File: src/rtl/step_loader_if.sv
// Byte-stream input and step-word output handshakes of the tiny86 step loader.
// The loader uses the slave side; the producer/consumer pair uses the master side.
interface step_loader_if #(
  parameter int STEP_BITS = 656
);
  logic                 in_valid;
  logic [7:0]           in_data;
  logic                 in_last;
  logic                 in_ready;
  logic                 step_valid;
  logic [STEP_BITS-1:0] step;
  logic                 step_ready;

  modport master (
    output in_valid, in_data, in_last, step_ready,
    input  in_ready, step_valid, step
  );

  modport slave (
    input  in_valid, in_data, in_last, step_ready,
    output in_ready, step_valid, step
  );
endinterface

File: src/rtl/step_loader.sv
// Deserializes the tiny86 trace byte stream into STEP_BITS-wide step words behind
// an output register; malformed frames are dropped and the stream resynchronized.
//
//   state       | meaning
//   ------------+-----------------------------------------------------------
//   ST_ASSEMBLE | accepting frame bytes into the assembly buffer
//   ST_HOLD     | complete frame parked in buffer, waiting for output slot
//   ST_RESYNC   | overlong frame seen, dropping bytes until in_last
module step_loader #(
  parameter int STEP_BITS = 656,
  parameter int ERR_W     = 16
) (
  input  logic             clk,
  input  logic             rst_n,
  step_loader_if.slave     bus,
  output logic             err_framing,
  output logic [ERR_W-1:0] err_count,
  output logic [31:0]      steps_out
);

  localparam int STEP_BYTES = STEP_BITS / 8;
  localparam int CNT_W      = $clog2(STEP_BYTES);
  localparam int IDX_W      = $clog2(STEP_BITS);

  typedef enum logic [1:0] {
    ST_ASSEMBLE = 2'd0,
    ST_HOLD     = 2'd1,
    ST_RESYNC   = 2'd2
  } state_t;

  state_t               state_q, state_d;
  logic [CNT_W-1:0]     cnt_q, cnt_d;
  logic [STEP_BITS-1:0] buf_q, buf_d;
  logic [STEP_BITS-1:0] step_q, step_d;
  logic                 step_valid_q, step_valid_d;
  logic                 err_q, err_d;
  logic [ERR_W-1:0]     err_count_q, err_count_d;
  logic [31:0]          steps_out_q, steps_out_d;

  logic                 in_ready;
  logic                 accept;
  logic                 drain;
  logic                 last_slot;
  logic [IDX_W-1:0]     byte_off;
  logic [STEP_BITS-1:0] frame_word;

  assign in_ready  = (state_q != ST_HOLD);
  assign accept    = bus.in_valid && in_ready;
  assign drain     = step_valid_q && bus.step_ready;
  assign last_slot = (cnt_q == CNT_W'(STEP_BYTES - 1));
  assign byte_off  = IDX_W'({cnt_q, 3'b000});

  // Buffer with the incoming byte merged in, so a completing frame can load directly.
  always_comb begin
    frame_word                = buf_q;
    frame_word[byte_off +: 8] = bus.in_data;
  end

  always_comb begin
    state_d      = state_q;
    cnt_d        = cnt_q;
    buf_d        = buf_q;
    step_d       = step_q;
    step_valid_d = step_valid_q;
    err_d        = 1'b0;
    err_count_d  = err_count_q;
    steps_out_d  = steps_out_q;

    if (drain) begin
      step_valid_d = 1'b0;
      steps_out_d  = steps_out_q + 32'd1;
    end

    case (state_q)
      ST_ASSEMBLE: begin
        if (accept) begin
          if (!last_slot) begin
            if (bus.in_last) begin
              buf_d = '0;
              cnt_d = '0;
              err_d = 1'b1;
            end else begin
              buf_d = frame_word;
              cnt_d = cnt_q + CNT_W'(1);
            end
          end else if (!bus.in_last) begin
            buf_d   = '0;
            cnt_d   = '0;
            err_d   = 1'b1;
            state_d = ST_RESYNC;
          end else begin
            cnt_d = '0;
            if (!step_valid_q || bus.step_ready) begin
              step_d       = frame_word;
              step_valid_d = 1'b1;
              buf_d        = '0;
            end else begin
              buf_d   = frame_word;
              state_d = ST_HOLD;
            end
          end
        end
      end

      // step_valid is necessarily set here, so step_ready alone frees the slot.
      ST_HOLD: begin
        if (bus.step_ready) begin
          step_d       = buf_q;
          step_valid_d = 1'b1;
          buf_d        = '0;
          state_d      = ST_ASSEMBLE;
        end
      end

      ST_RESYNC: begin
        if (accept && bus.in_last) begin
          cnt_d   = '0;
          state_d = ST_ASSEMBLE;
        end
      end

      default: begin
        cnt_d   = '0;
        buf_d   = '0;
        state_d = ST_ASSEMBLE;
      end
    endcase

    if (err_d && (err_count_q != '1)) begin
      err_count_d = err_count_q + ERR_W'(1);
    end
  end

  always_ff @(posedge clk or negedge rst_n) begin
    if (!rst_n) begin
      state_q      <= ST_ASSEMBLE;
      cnt_q        <= '0;
      buf_q        <= '0;
      step_q       <= '0;
      step_valid_q <= 1'b0;
      err_q        <= 1'b0;
      err_count_q  <= '0;
      steps_out_q  <= '0;
    end else begin
      state_q      <= state_d;
      cnt_q        <= cnt_d;
      buf_q        <= buf_d;
      step_q       <= step_d;
      step_valid_q <= step_valid_d;
      err_q        <= err_d;
      err_count_q  <= err_count_d;
      steps_out_q  <= steps_out_d;
    end
  end

  assign bus.in_ready   = in_ready;
  assign bus.step_valid = step_valid_q;
  assign bus.step       = step_q;
  assign err_framing    = err_q;
  assign err_count      = err_count_q;
  assign steps_out      = steps_out_q;

endmodule
File: src/flat_wrapper.sv
// flat-port wrapper written by rule: the top's interface ports become plain ports
module step_loader_flat 
#(
  parameter int STEP_BITS = 656,
  parameter int ERR_W     = 16
)
  (clk, rst_n, err_framing, err_count, steps_out, bus_in_valid, bus_in_data, bus_in_last, bus_step_ready, bus_in_ready, bus_step_valid, bus_step);
  step_loader_if #(.STEP_BITS(STEP_BITS)) bus_i ();
  input  logic clk;
  input  logic rst_n;
  output logic err_framing;
  output logic [ERR_W-1:0] err_count;
  output logic [31:0] steps_out;
  input wire logic [$bits(bus_i.in_valid)-1:0] bus_in_valid;
  input wire logic [$bits(bus_i.in_data)-1:0] bus_in_data;
  input wire logic [$bits(bus_i.in_last)-1:0] bus_in_last;
  input wire logic [$bits(bus_i.step_ready)-1:0] bus_step_ready;
  output wire logic [$bits(bus_i.in_ready)-1:0] bus_in_ready;
  output wire logic [$bits(bus_i.step_valid)-1:0] bus_step_valid;
  output wire logic [$bits(bus_i.step)-1:0] bus_step;
  assign bus_i.in_valid = bus_in_valid;
  assign bus_i.in_data = bus_in_data;
  assign bus_i.in_last = bus_in_last;
  assign bus_i.step_ready = bus_step_ready;
  assign bus_in_ready = bus_i.in_ready;
  assign bus_step_valid = bus_i.step_valid;
  assign bus_step = bus_i.step;
  step_loader #(.STEP_BITS(STEP_BITS), .ERR_W(ERR_W)) u_core (.clk(clk), .rst_n(rst_n), .bus(bus_i), .err_framing(err_framing), .err_count(err_count), .steps_out(steps_out));
endmodule
File: config.mk
export PLATFORM = sky130hd
export DESIGN_NAME = step_loader_flat
export DESIGN_NICKNAME = d
export VERILOG_FILES = /design/src/rtl/step_loader_if.sv /design/src/rtl/step_loader.sv /design/src/flat_wrapper.sv
export SDC_FILE = /design/constraint.sdc
export NUM_CORES = 2
export LEC_CHECK = 0
export BUFFER_PORTS_ARGS = -buffer_cell sky130_fd_sc_hd__buf_2
export CAP_MARGIN = 25
export CELL_PAD_IN_SITES_DETAIL_PLACEMENT = 1
export CELL_PAD_IN_SITES_GLOBAL_PLACEMENT = 1
export CORE_ASPECT_RATIO = 0.6
export CORE_MARGIN = 2
export CORE_UTILIZATION = 42
export CTS_BUF_LIST = sky130_fd_sc_hd__clkbuf_2
export CTS_CLUSTER_SIZE = 20
export DETAILED_ROUTE_END_ITERATION = 16
export GPL_TIMING_DRIVEN = 1
export PLACE_DENSITY_LB_ADDON = 0.1
export RECOVER_POWER = 25
export SKIP_CTS_REPAIR_TIMING = 1
export SLEW_MARGIN = 25
export SYNTH_ARGS = -nofsm -noshare
export SYNTH_HDL_FRONTEND = slang
export SYNTH_SLANG_ARGS = --single-unit
File: constraint.sdc
create_clock -name clk -period 2.8 [get_ports clk]
set_input_delay 0.56 -clock clk [delete_from_list [all_inputs] [get_ports clk]]
set_output_delay 0.56 -clock clk [all_outputs]
set_load 0.005 [all_outputs]
==> summary.txt <==
Pwr
  – Power per unit of standard cell area: 539 nW/um^2
  – Maximum ir drop on the vdd rail: 0.415 mV
  – Cell leakage power: 37.1 nW

Timing
  – Highest Clock Rate: 0.309 GHz
  – Final clock skew: 0.143 ns
  – Final hold violation count: 0
  – Unrepaired setup endpoints after global routing: yes
  – Min Clock Period, post-route: 3.23 ns
  – Slew at the pin with the worst max-slew slack: 2.20 ns
  – Number of pins with negative max-slew slack in the final report: 52
  – Number of setup violations in the final report: 979
  – Worst slew margin: -0.469
  – Crit share post-route: 1.15
  – Total negative setup slack: -101.60 ns
  – Final critical-path setup slack: -0.433 ns

Routing
  – Count of routing violations after the opening detailed-route iteration: 3712
  – Routed via count divided by cell count: 5.43
  – Antenna viol nets, final: 0
  – Residual DRC count: 0
  – Router iterations before antenna repair: 5
  – Via count: 45720
  – Final Routed Wirelength: 209000 um
  – Routed wirelength normalized by instance count: 24.8 um

Critical path
  – Endpoint arrival time on the critical path: 2.67 ns
  – Setup slack of the most critical reg-to-reg path: -0.13 ns
  – Crit path capture type: output pin
  – Setup Crit Path Kind: flop to output pin
  – Worst-path fanout max: 3
  – Data required time of the worst path: 2.24 ns
  – Critical Path Source Type: flop

Synth
  – Syn Area/Cell: 10.5 um^2
  – Number of warnings printed during yosys synthesis: 0
  – Area share of the largest cell type after synthesis: 0.648
  – Largest cells by area after synthesis: sky130_fd_sc_hd__dfrtp_1 65%, sky130_fd_sc_hd__nand2_1 14%, sky130_fd_sc_hd__a22o_1 5.6%
  – Cell with the most instances after synthesis: sky130_fd_sc_hd__nand2_1
  – Async SR Flop Fraction: 1.00
  – Top FF cell, synth: sky130_fd_sc_hd__dfrtp_1
  – Number of unique standard cell types used by synthesis: 69
  – Cell area after technology mapping: 53000 um^2
  – Number of enable-type register cells in the synthesized netlist: 0
  – Part of the Yosys area used for sequential elements: 0.648
  – Synthesized Nets: 5056
  – Number of cells produced by synthesis: 5035
  – Post-synth top cells: 1999 x sky130_fd_sc_hd__nand2_1, 1371 x sky130_fd_sc_hd__dfrtp_1, 338 x sky130_fd_sc_hd__a22o_1
  – Largest area contributor in the synthesized netlist: sky130_fd_sc_hd__dfrtp_1
  – Flip-flop and latch count after synthesis: 1371

Global route
  – Grt peak-use layer: met2
  – Antenna violations before repair: 4
  – Met3 Use GR: 0.0696
  – First-pass GRT wire length: 302000 um
  – Overflow left after global routing: 0
  – Largest net degree at the start of global routing: 110
  – Met2 track demand over resource: 0.462
  – Met1 usage: 0.449
  – Number of global-route vias before repair: 46082
  – Overall global routing resource usage: 0.312

Layout
  – Syn-to-layout area delta: 28.5%
  – Filler cells: 14089
  – Share of cells above drive strength 1: 0.306
  – Nets: 6539
  – Area used by multi-input combinational logic: 17900 um^2
  – Reg area: 34300 um^2
  – Non-Filler Instances: 8422
  – Final core occ: 0.547

Clock network
  – Number of H-tree branching levels: 5
  – Clock net sink count: 1371
  – TritonCTS clock tree: built
  – Root cell of the clock tree: sky130_fd_sc_hd__clkbuf_2
  – Maximum root-to-sink buffer count: 4
  – Worst skew pair latency: 1.75 ns
  – CTS clock-pin slew for the worst setup and hold paths: 0.15 ns
  – Num CTS Buffers: 338

Floorplan
  – Boundary Pins: 720
  – Core footprint: 124000 um^2
  – Initial Util: 0.425
  – Overall die height: 279 um
  – Die span in x: 462 um
  – # rows: 100
  – Die area: 129000 um^2

Hold path
  – Worst min-delay path category: input port to flop

Run status
  – Violations in the final reports: capacitance limit, slew limit, setup timing
  – Result of the run: finished with violations

Place
  – Cell Count Post-Placement: 7519
  – Post-detailed-placement half-perimeter wirelength: 146000 um
  – Final weighted congestion in routability-driven placement: 0.898
  – Count of input and output buffers: 719

Flow run
  – Number of max-cap violations: 1
[path summary, 6_finish.rpt]
check / from / to / cells after the start
worst max-delay path: u_core.state_q[1] / bus_in_ready / 4
max in group asynchronous: rst_n / u_core.buf_q[341] / 7
worst min register to register: u_core.buf_q[97] / u_core.bus.step[97] / 2
worst min-delay path: bus_in_data[7] / u_core.buf_q[295] / 4
min in group asynchronous: rst_n / u_core.err_count[14] / 5
worst max register to register: u_core.bus.step_valid / u_core.steps_out[31] / 8
[through the flow]
stage / worst slack [ns] / power, mW / hold slack [ns] / cell area, um^2
after global routing: -0.549 / 38.2 / 0.0138 / 68000
after detailed placement: -0.239 / 23.1 / 0.451 / 61100
final: -0.433 / 36.7 / 0.0843 / 68100
after global placement: -0.110 / 23.1 / 0.443 / 61100
after CTS: -0.909 / 36.6 / -1.38 / 64000
after floorplan: 0.0412 / 21.3 / 0.264 / 53000
[layout make-up]
type / count / share of cell area
flip-flops and latches: 1371 / 0.504
inverters: 25 / 0.00145
well taps: 1683 / 0.0309
clock inverters: 64 / 0.00594
multi-input cells: 3384 / 0.264
repair buffers: 1398 / 0.157
clock buffers: 488 / 0.0359
diodes: 9 / 0.000331
[power by group]
group          internal [mW]  total, mW  leakage (nW)  switching [mW]
combinational          0.910       3.15          15.8            2.24
sequential              19.9       19.9          19.1          0.0738
clock                   5.12       13.6          2.21            8.47
total                   25.9       36.7          37.1            10.8
[sequential cells by signal, indices dropped and copies added, names as in the netlist]
register               count
u_core.state_q             2
u_core.steps_out          32
u_core.cnt_q               7
u_core.bus.step_valid      1
u_core.err_count          16
u_core.bus.step          656
u_core.buf_q             656
u_core.err_framing         1
[metal layers]
layer	wire, um	vias to the layer above
li1	-	20109
met1	94100	23721
met2	93300	1494
met3	13900	396
met4	7920	0
met5	0	-
[worst max-delay path, cell delays in order, from the launching register on]
cell and delay, ns:
sky130_fd_sc_hd__dfrtp_1 0.41, sky130_fd_sc_hd__buf_6 0.13, sky130_fd_sc_hd__nor2b_4 0.17, sky130_fd_sc_hd__clkinv_4 0.13, sky130_fd_sc_hd__buf_6 0.14
[cells by family after synthesis]
family,synth area share
and+or+nand+nor,0.185
DFF,0.648
AOI/OAI and AO/OA,0.131
buffers and inverters,0.0219
xor gates and xnor gates,0.00827
muxes,0.00366
adders and majority gates,0.00189
[layout by cell type (no fill, tap or decap), types with 120 or more instances in the layout]
cell                        instances
sky130_fd_sc_hd__a22o_1           337
sky130_fd_sc_hd__buf_2            552
sky130_fd_sc_hd__buf_4            570
sky130_fd_sc_hd__buf_6            174
sky130_fd_sc_hd__clkbuf_2         491
sky130_fd_sc_hd__dfrtp_1         1349
sky130_fd_sc_hd__nand2_1         1991
sky130_fd_sc_hd__nand3_1          126
sky130_fd_sc_hd__nor2_1           137
sky130_fd_sc_hd__o21ai_0          120
sky130_fd_sc_hd__o2bb2ai_1        224
Note: power is estimated with default switching activity, not from simulation.
